$ cat src/rtl/gate_vector_sequencer_if.sv
// Bus between the vector sequencer and the gate cell it exercises.
// master = sequencer side, slave = requester / gate side.
interface gate_vector_sequencer_if #(
    parameter int unsigned N_IN = 2
);
    logic              start;
    logic              dut_out;
    logic [N_IN-1:0]   stim;
    logic              busy;
    logic              done;
    logic              pass;
    logic [N_IN:0]     err_count;
    logic [N_IN-1:0]   first_fail;

    modport master (
        input  start, dut_out,
        output stim, busy, done, pass, err_count, first_fail
    );

    modport slave (
        output start, dut_out,
        input  stim, busy, done, pass, err_count, first_fail
    );
endinterface

$ cat src/rtl/gate_vector_sequencer.sv
// Walks every input combination of a small gate, holds each for DWELL cycles,
// and checks the gate output against TRUTH on the last cycle of each vector.
module gate_vector_sequencer #(
    parameter int unsigned           N_IN  = 2,
    parameter int unsigned           DWELL = 10,
    parameter logic [(2**N_IN)-1:0]  TRUTH = 4'b1000
) (
    input  logic                    clk,
    input  logic                    rst,
    gate_vector_sequencer_if.master bus
);
    localparam int unsigned NV = 2**N_IN;
    localparam int unsigned CW = (DWELL > 1) ? $clog2(DWELL) : 1;

    typedef enum logic {IDLE, RUN} state_t;

    state_t            state_q, state_d;
    logic [N_IN-1:0]   vec_q, vec_d;
    logic [CW-1:0]     cnt_q, cnt_d;
    logic              done_q, done_d;
    logic              pass_q, pass_d;
    logic [N_IN:0]     err_q, err_d;
    logic [N_IN-1:0]   ff_q, ff_d;

    always_comb begin
        state_d = state_q;
        vec_d   = vec_q;
        cnt_d   = cnt_q;
        done_d  = done_q;
        pass_d  = pass_q;
        err_d   = err_q;
        ff_d    = ff_q;
        unique case (state_q)
            IDLE: begin
                if (bus.start) begin
                    state_d = RUN;
                    done_d  = 1'b0;
                    pass_d  = 1'b0;
                    err_d   = '0;
                    ff_d    = '0;
                    vec_d   = '0;
                    cnt_d   = '0;
                end
            end
            RUN: begin
                if (cnt_q == CW'(DWELL - 1)) begin
                    if (bus.dut_out != TRUTH[vec_q]) begin
                        err_d = err_q + (N_IN+1)'(1);
                        if (err_q == '0) ff_d = vec_q;
                    end
                    cnt_d = '0;
                    if (vec_q == N_IN'(NV - 1)) begin
                        // pass uses err_d so the final vector's compare is included
                        state_d = IDLE;
                        done_d  = 1'b1;
                        pass_d  = (err_d == '0);
                        vec_d   = '0;
                    end else begin
                        vec_d = vec_q + N_IN'(1);
                    end
                end else begin
                    cnt_d = cnt_q + CW'(1);
                end
            end
            default: state_d = IDLE;
        endcase
    end

    always_ff @(posedge clk) begin
        if (rst) begin
            state_q <= IDLE;
            vec_q   <= '0;
            cnt_q   <= '0;
            done_q  <= 1'b0;
            pass_q  <= 1'b0;
            err_q   <= '0;
            ff_q    <= '0;
        end else begin
            state_q <= state_d;
            vec_q   <= vec_d;
            cnt_q   <= cnt_d;
            done_q  <= done_d;
            pass_q  <= pass_d;
            err_q   <= err_d;
            ff_q    <= ff_d;
        end
    end

    assign bus.stim       = vec_q;
    assign bus.busy       = (state_q == RUN);
    assign bus.done       = done_q;
    assign bus.pass       = pass_q;
    assign bus.err_count  = err_q;
    assign bus.first_fail = ff_q;
endmodule

$ cat src/flat_wrapper.sv
// flat-port wrapper written by rule: the top's interface ports become plain ports
module gate_vector_sequencer_flat 
#(
    parameter int unsigned           N_IN  = 2,
    parameter int unsigned           DWELL = 10,
    parameter logic [(2**N_IN)-1:0]  TRUTH = 4'b1000
)
  (clk, rst, bus_start, bus_dut_out, bus_stim, bus_busy, bus_done, bus_pass, bus_err_count, bus_first_fail);
  gate_vector_sequencer_if #(.N_IN(N_IN)) bus_i ();
  input  logic clk;
  input  logic rst;
  input wire logic [$bits(bus_i.start)-1:0] bus_start;
  input wire logic [$bits(bus_i.dut_out)-1:0] bus_dut_out;
  output wire logic [$bits(bus_i.stim)-1:0] bus_stim;
  output wire logic [$bits(bus_i.busy)-1:0] bus_busy;
  output wire logic [$bits(bus_i.done)-1:0] bus_done;
  output wire logic [$bits(bus_i.pass)-1:0] bus_pass;
  output wire logic [$bits(bus_i.err_count)-1:0] bus_err_count;
  output wire logic [$bits(bus_i.first_fail)-1:0] bus_first_fail;
  assign bus_i.start = bus_start;
  assign bus_i.dut_out = bus_dut_out;
  assign bus_stim = bus_i.stim;
  assign bus_busy = bus_i.busy;
  assign bus_done = bus_i.done;
  assign bus_pass = bus_i.pass;
  assign bus_err_count = bus_i.err_count;
  assign bus_first_fail = bus_i.first_fail;
  gate_vector_sequencer #(.N_IN(N_IN), .DWELL(DWELL), .TRUTH(TRUTH)) u_core (.clk(clk), .rst(rst), .bus(bus_i));
endmodule
$ cat config.mk
export PLATFORM = sky130hd
export DESIGN_NAME = gate_vector_sequencer_flat
export DESIGN_NICKNAME = d
export VERILOG_FILES = /design/src/rtl/gate_vector_sequencer_if.sv /design/src/rtl/gate_vector_sequencer.sv /design/src/flat_wrapper.sv
export SDC_FILE = /design/constraint.sdc
export NUM_CORES = 1
export LEC_CHECK = 0
export CORE_MARGIN = 2
export CORE_UTILIZATION = 53
export DETAILED_ROUTE_END_ITERATION = 8
export PLACE_DENSITY = 0.81
export SKIP_CTS_REPAIR_TIMING = 1
export SLEW_MARGIN = 20
export SYNTH_ARGS = -nofsm -noshare
export SYNTH_HDL_FRONTEND = slang
export SYNTH_SLANG_ARGS = --single-unit
$ cat constraint.sdc
create_clock -name clk -period 2.5 [get_ports clk]
set_input_delay 0.375 -clock clk [delete_from_list [all_inputs] [get_ports clk]]
set_output_delay 0.375 -clock clk [all_outputs]
set_load 0.01 [all_outputs]
==> results.toml <==
[grt]
grt_start_max_net_pins = 13
antenna_found_initial = 0
grt-ovfl-total = 0
grt_util_met1 = 0.2195
grtUsageTotal = 0.1821
grt_pass1_wl_um = 2518
grt.met2_usage = 0.3156
grt_util_met3 = 0.03043
busiest_layer = "met2"
grt_pass1_vias = 617

[setup_path]
crit-reg2reg-launch = "u_core.bus.stim[0]"
max_stage_delay_ns = 0.62
crit_slowest_cell = "clkdlybuf4s50_1"
worst-path-max-fanout = 12
ff2ff_path_depth = 5
cpLargestDelayFamily = "buffers and inverters"
crit_type = "flop to output port"
arrival_ns = 1.48
cp_cell_sequence = "clkdlybuf4s50_1"
crit_path_end_kind = "output port"
r2r_end = "u_core.bus.first_fail[0]"
critPathLaunchType = "flop"
cp.buffers_inverters = 1
cp_num_cells = 1
r2r_slack_ns = 0.83
cp_data_required_time_ns = 2.12

[finish]
syn_to_final_growth_pct = 23.04
antenna_cells = 0
stdcell_count = 111
final_nets = 104
drive_gt1_frac = 0.1042
fin_area_um2 = 922.1

[synthesis]
ys_warn_count = 0
synth_cell_types = 35
synthesis.area_um2 = 749.5
synth_area_per_cell_um2 = 9.253
synth_nets = 88
synthCells = 81
postSynthRegisterBits = 14
ys_seq_area_frac = 0.3740

[sta]
max_clock_freq_mhz = 538.4
rsz0062_at_grt = "no"
period_minus_slack_ns = 1.857
worst_pin_slew_ns = 0.4167
setup_ws_ns = 0.6426
min_period_over_period = 0.7430
fin_skew_ns = 0.0008785
setup_tns_ns = 0
setup_viol = 0
finalHoldViolCount = 0
finalMaxSlewViolations = 0
max_slew_margin = 0.7218

[placement]
io_buffers = 13
place_inst = 107
dpl_cell_area_um2 = 885.9
post-place-ws_ns = 0.6128
hpwlAfterDp_um = 1111
gp_congestion = 0.7614

[floorplanning]
core_um2 = 1318
die_h_um = 41.61
die_x_um = 41.61
rows = 13
start_util = 0.5689
pin_count = 14
fp.dieArea_um2 = 1731

[detailed_routing]
drt_iter0_drc = 12
drc = 0
first_pass_iters = 4
vias_per_cell = 5.865
wl_um = 1532
via_count = 651
ant_nets = 0
wl_per_cell_um = 13.80

[cts]
cts_root_buf = "clkbuf_4"
clock_path_buffers = 2
cts_buffers = 3
htree_levels = 1
cts.clk_slew.worst_paths_ns = 0.09
cts_tree = "built"
clock_latency_ns = 0.28
cts_sinks = 14

[run_status]
status = "completed"

[worst_hold_path]
worstHoldPathType = "flop to flop"
hold-path-endpoint = "u_core.bus.done"
hold_path_depth = 2
min_from = "u_core.bus.done"

[power]
totalPowerFinal_mw = 0.4321
irDropWorstVdd_uv = 251.3
powerDensity_nw_per_um2 = 468.5
p_leak_nw = 0.3568

[flow_run]
maxCapViolCount = 0
-- how the worst max path moves through the flow --
stage,start,slack [ns],to
2_1_floorplan,u_core.bus.stim[0],0.91,u_core.bus.first_fail[0]
3_3_place_gp,bus_dut_out,0.66,u_core.bus.first_fail[1]
3_5_place_dp,bus_dut_out,0.61,u_core.bus.first_fail[1]
4_1_cts,u_core.bus.busy,0.64,bus_busy
5_1_grt,u_core.bus.busy,0.58,bus_busy
6_report,u_core.bus.busy,0.64,bus_busy
-- worst reg2reg max path, cell delays in order (launching register included) --
cell and delay, ns:
dfxtp_1 0.40, ha_1 0.34, xnor2_1 0.17, nor4b_1 0.36, nor3b_1 0.10, a41o_1 0.21
-- synth_stat cells --
cell	instances	area (um2)
and2_1	1	6.260
a21boi_0	1	7.510
mux2i_1	1	10.01
ha_1	3	37.54
nand3_1	1	5.000
nor4b_1	1	8.760
mux2_2	1	11.26
a41o_1	2	20.02
nand2b_1	3	18.77
nor2_1	4	15.01
a21oi_1	4	20.02
xnor2_1	2	17.52
nor2_2	1	6.260
clkbuf_2	1	5.000
o21ai_0	5	25.02
nor3_1	3	15.01
and3b_1	1	8.760
dfxtp_1	14	280.3
o22ai_1	1	6.260
nand3b_1	1	7.510
o31ai_1	1	7.510
nor2b_1	6	37.54
a22o_1	2	17.52
nor3b_1	3	22.52
nand4b_1	1	8.760
nand3b_4	1	20.02
nor2_4	1	11.26
buf_4	1	7.510
inv_1	3	11.26
or3_4	1	11.26
o22ai_2	1	12.51
a211oi_1	1	7.510
nand2_1	5	18.77
xor2_1	2	17.52
a31oi_1	1	6.260
-- per-stage QoR --
| step | util | hold slack [ns] |
|---|---|---|
| floorplan | - | 0.4441 |
| global placement | 0.6724 | 0.4443 |
| detailed placement | 0.6724 | 0.4472 |
| CTS | 0.6999 | 0.4600 |
| global route | 0.6999 | 0.5032 |
| finish | 0.6999 | 0.4548 |
-- where the power goes --
group	total (mW)	internal (mW)	leakage [nW]	switching (mW)
clock network	0.168	0.0886	0.0210	0.0794
logic	0.0310	0.0150	0.223	0.0160
registers	0.233	0.226	0.113	0.00722
-- routing by layer --
metal	share of wire	up-vias
met1	0.49	305
met3	0.033	4
met4	0.014	0
met5	0	-
met2	0.46	18
li1	-	324
-- registers in the layout, summed over array words and instances (netlist names) --
name                   cells
u_core.cnt_q               4
u_core.bus.err_count       3
u_core.bus.first_fail      2
u_core.bus.stim            2
u_core.bus.busy            1
u_core.bus.done            1
u_core.bus.pass            1
-- layout make-up --
type | instances | area (um2)
Multi-Input combinational cell | 62 | 445.4
Fill cell | 123 | 395.4
Inverter | 3 | 11.26
Clock buffer | 4 | 36.28
Tap cell | 15 | 18.77
Timing Repair Buffer | 13 | 130.1
Sequential cell | 14 | 280.3
-- cells in the final DEF, fill, tap and decap left out, drive strengths merged, types with 3 or more instances in the layout --
cell type / synthesis / routed
dfxtp: 14 / 14
clkdlybuf4s50: 0 / 13
nor2b: 6 / 6
nor2: 6 / 6
nand2: 5 / 5
o21ai: 5 / 5
a21oi: 4 / 4
clkbuf: 1 / 4
inv: 3 / 3
nor3: 3 / 3
nand2b: 3 / 3
nor3b: 3 / 3
ha: 3 / 3
-- logic make-up after synthesis --
family                     count (synthesis)  synth area share
AOI/OAI and AO/OA                         19            0.1736
adders and majority gates                  3           0.05009
buffers and inverters                      5           0.03172
xor gates and xnor gates                   4           0.04675
and+or+nand+nor                           34            0.2955
muxes                                      2           0.02838
DFF                                       14            0.3740
No activity file was read; power rests on OpenSTA's default activity.
==> RTL change, RTL diff (config.mk and constraints unchanged) <==
`DWELL` is set to 10 in 2 places; all go to 11.
--- a/src/rtl/gate_vector_sequencer.sv
+++ b/src/rtl/gate_vector_sequencer.sv
@@ -2,7 +2,7 @@
 // and checks the gate output against TRUTH on the last cycle of each vector.
 module gate_vector_sequencer #(
     parameter int unsigned           N_IN  = 2,
-    parameter int unsigned           DWELL = 10,
+    parameter int unsigned           DWELL = 11,
     parameter logic [(2**N_IN)-1:0]  TRUTH = 4'b1000
 ) (
     input  logic                    clk,
--- a/src/flat_wrapper.sv
+++ b/src/flat_wrapper.sv
@@ -2,7 +2,7 @@
 module gate_vector_sequencer_flat 
 #(
     parameter int unsigned           N_IN  = 2,
-    parameter int unsigned           DWELL = 10,
+    parameter int unsigned           DWELL = 11,
     parameter logic [(2**N_IN)-1:0]  TRUTH = 4'b1000
 )
   (clk, rst, bus_start, bus_dut_out, bus_stim, bus_busy, bus_done, bus_pass, bus_err_count, bus_first_fail);
Behaviour: same outputs for any inputs over 10 cycles, from zero or initial values and one cycle with rst high; that may be too few to reach the edited logic, so the function may still have changed.
==> RTL change against the original RTL <==
Area after synthesis down 1.0%. Setup slack better by 33 ps. Power down 6.3%. Sequential cell count unchanged. Wire length down 7.8%. First-iteration DRC count up 42%. Design area down 3.0%. Non-clock buffer count unchanged. Synthesized cell count unchanged.
==> RTL change: results (changes against the original RTL) <==
vias in the first global route 568 (-7.9%); drt pass-1 iters 4 (unchanged); final RePlAce weighted congestion 0.786 (+3.3%); Synth Area in Adders 0.0843 (+0.0342); DP Wirelength 1070 um (-3.6%); Post-Synth XOR/XNOR Area 0.0590 (+0.0123); Seq/Total Area, Yosys 0.378 (+0.00378); placed cells 106 (-0.93%); largest cells by area after synthesis dfxtp_1, ha_1, nand4b_1; share of post-route cells with drive strength above 1 0.0745 (-0.0297); status complete, no violations; total track usage 0.180 (-0.00165); post-synth net total 90 (+2.3%); pin count of the biggest net entering global routing 15 (+2); via/cell ratio 5.70 (-2.9%); Clock Skew 3.94 ps (+3.06 ps); Post-synth top cells dfxtp_1, a21oi_1, nand2_1, nor2_1; Synth Area in Compound Gates 0.175 (+0.00176); CP arrival 1450 ps (-30 ps); slowest stage delay, CP 620 ps (about the same); post-synthesis mux area share 0.0135 (-0.0149); critical path peak fanout 13 (+1); Max VDD drop 0.290 mV (+15%); FILL cells 112 (-8.9%); final wirelength 1410 um (-7.8%); 1st-iter DRT viols 17 (+5)
==> RTL change: cells by family (layout without fill, tap and decap cells) <==
kind of cell    count (synthesis)  count (layout)
simple gates                   28              28
compound gates                 20              20
flops                          14              14
buf+inv                         8              21
fa+ha+maj                       5               5
xor+xnor                        5               5
mux                             1               1
==> RTL change: per-stage QoR <==
| stage | setup slack (ps) | util | cell area [um^2] | hold slack, ps |
|---|---|---|---|---|
| finish | 675 | 0.688 | 895 | 462 |
| global route | 616 | 0.688 | 895 | 481 |
| CTS | 679 | 0.688 | 895 | 463 |
| detailed placement | 697 | 0.670 | 872 | 443 |
| global placement | 738 | 0.670 | 872 | 432 |
| floorplan | 926 | - | 742 | 480 |
==> RTL change: path summary, 6_finish.rpt <==
check | from | endpoint | slack, ps | cells past startpoint
setup / recovery | u_core.bus.busy | bus_busy | 680 | 1
hold / removal | u_core.bus.done | u_core.bus.done | 460 | 1
setup reg to reg | u_core.cnt_q[0] | u_core.bus.pass | 780 | 6
hold reg to reg | u_core.bus.done | u_core.bus.done | 460 | 1
==> RTL change: final cells by class <==
cell class,instances,share of cell area
multi-input combinational,59,0.474
inverter,5,0.0210
tap,15,0.0210
sequential,14,0.313
clock buffer,3,0.0252
timing repair buffer,13,0.145
==> RTL change: where the power goes <==
part	total (uW)	switching [uW]	internal, uW
Combinational	45.2	22.7	22.5
Sequential	237	8.65	228
Clock	123	67.3	55.7
Total	405	98.7	306
==> RTL change: per-layer routing <==
| metal | vias up | share of wire | global-route usage |
|---|---|---|---|
| met5 | - | 0 | 0 |
| met4 | 0 | 0.0099 | 0.0774 |
| met3 | 2 | 0.038 | 0.0348 |
| met2 | 12 | 0.50 | 0.319 |
| met1 | 295 | 0.46 | 0.209 |
| li1 | 312 | - | - |
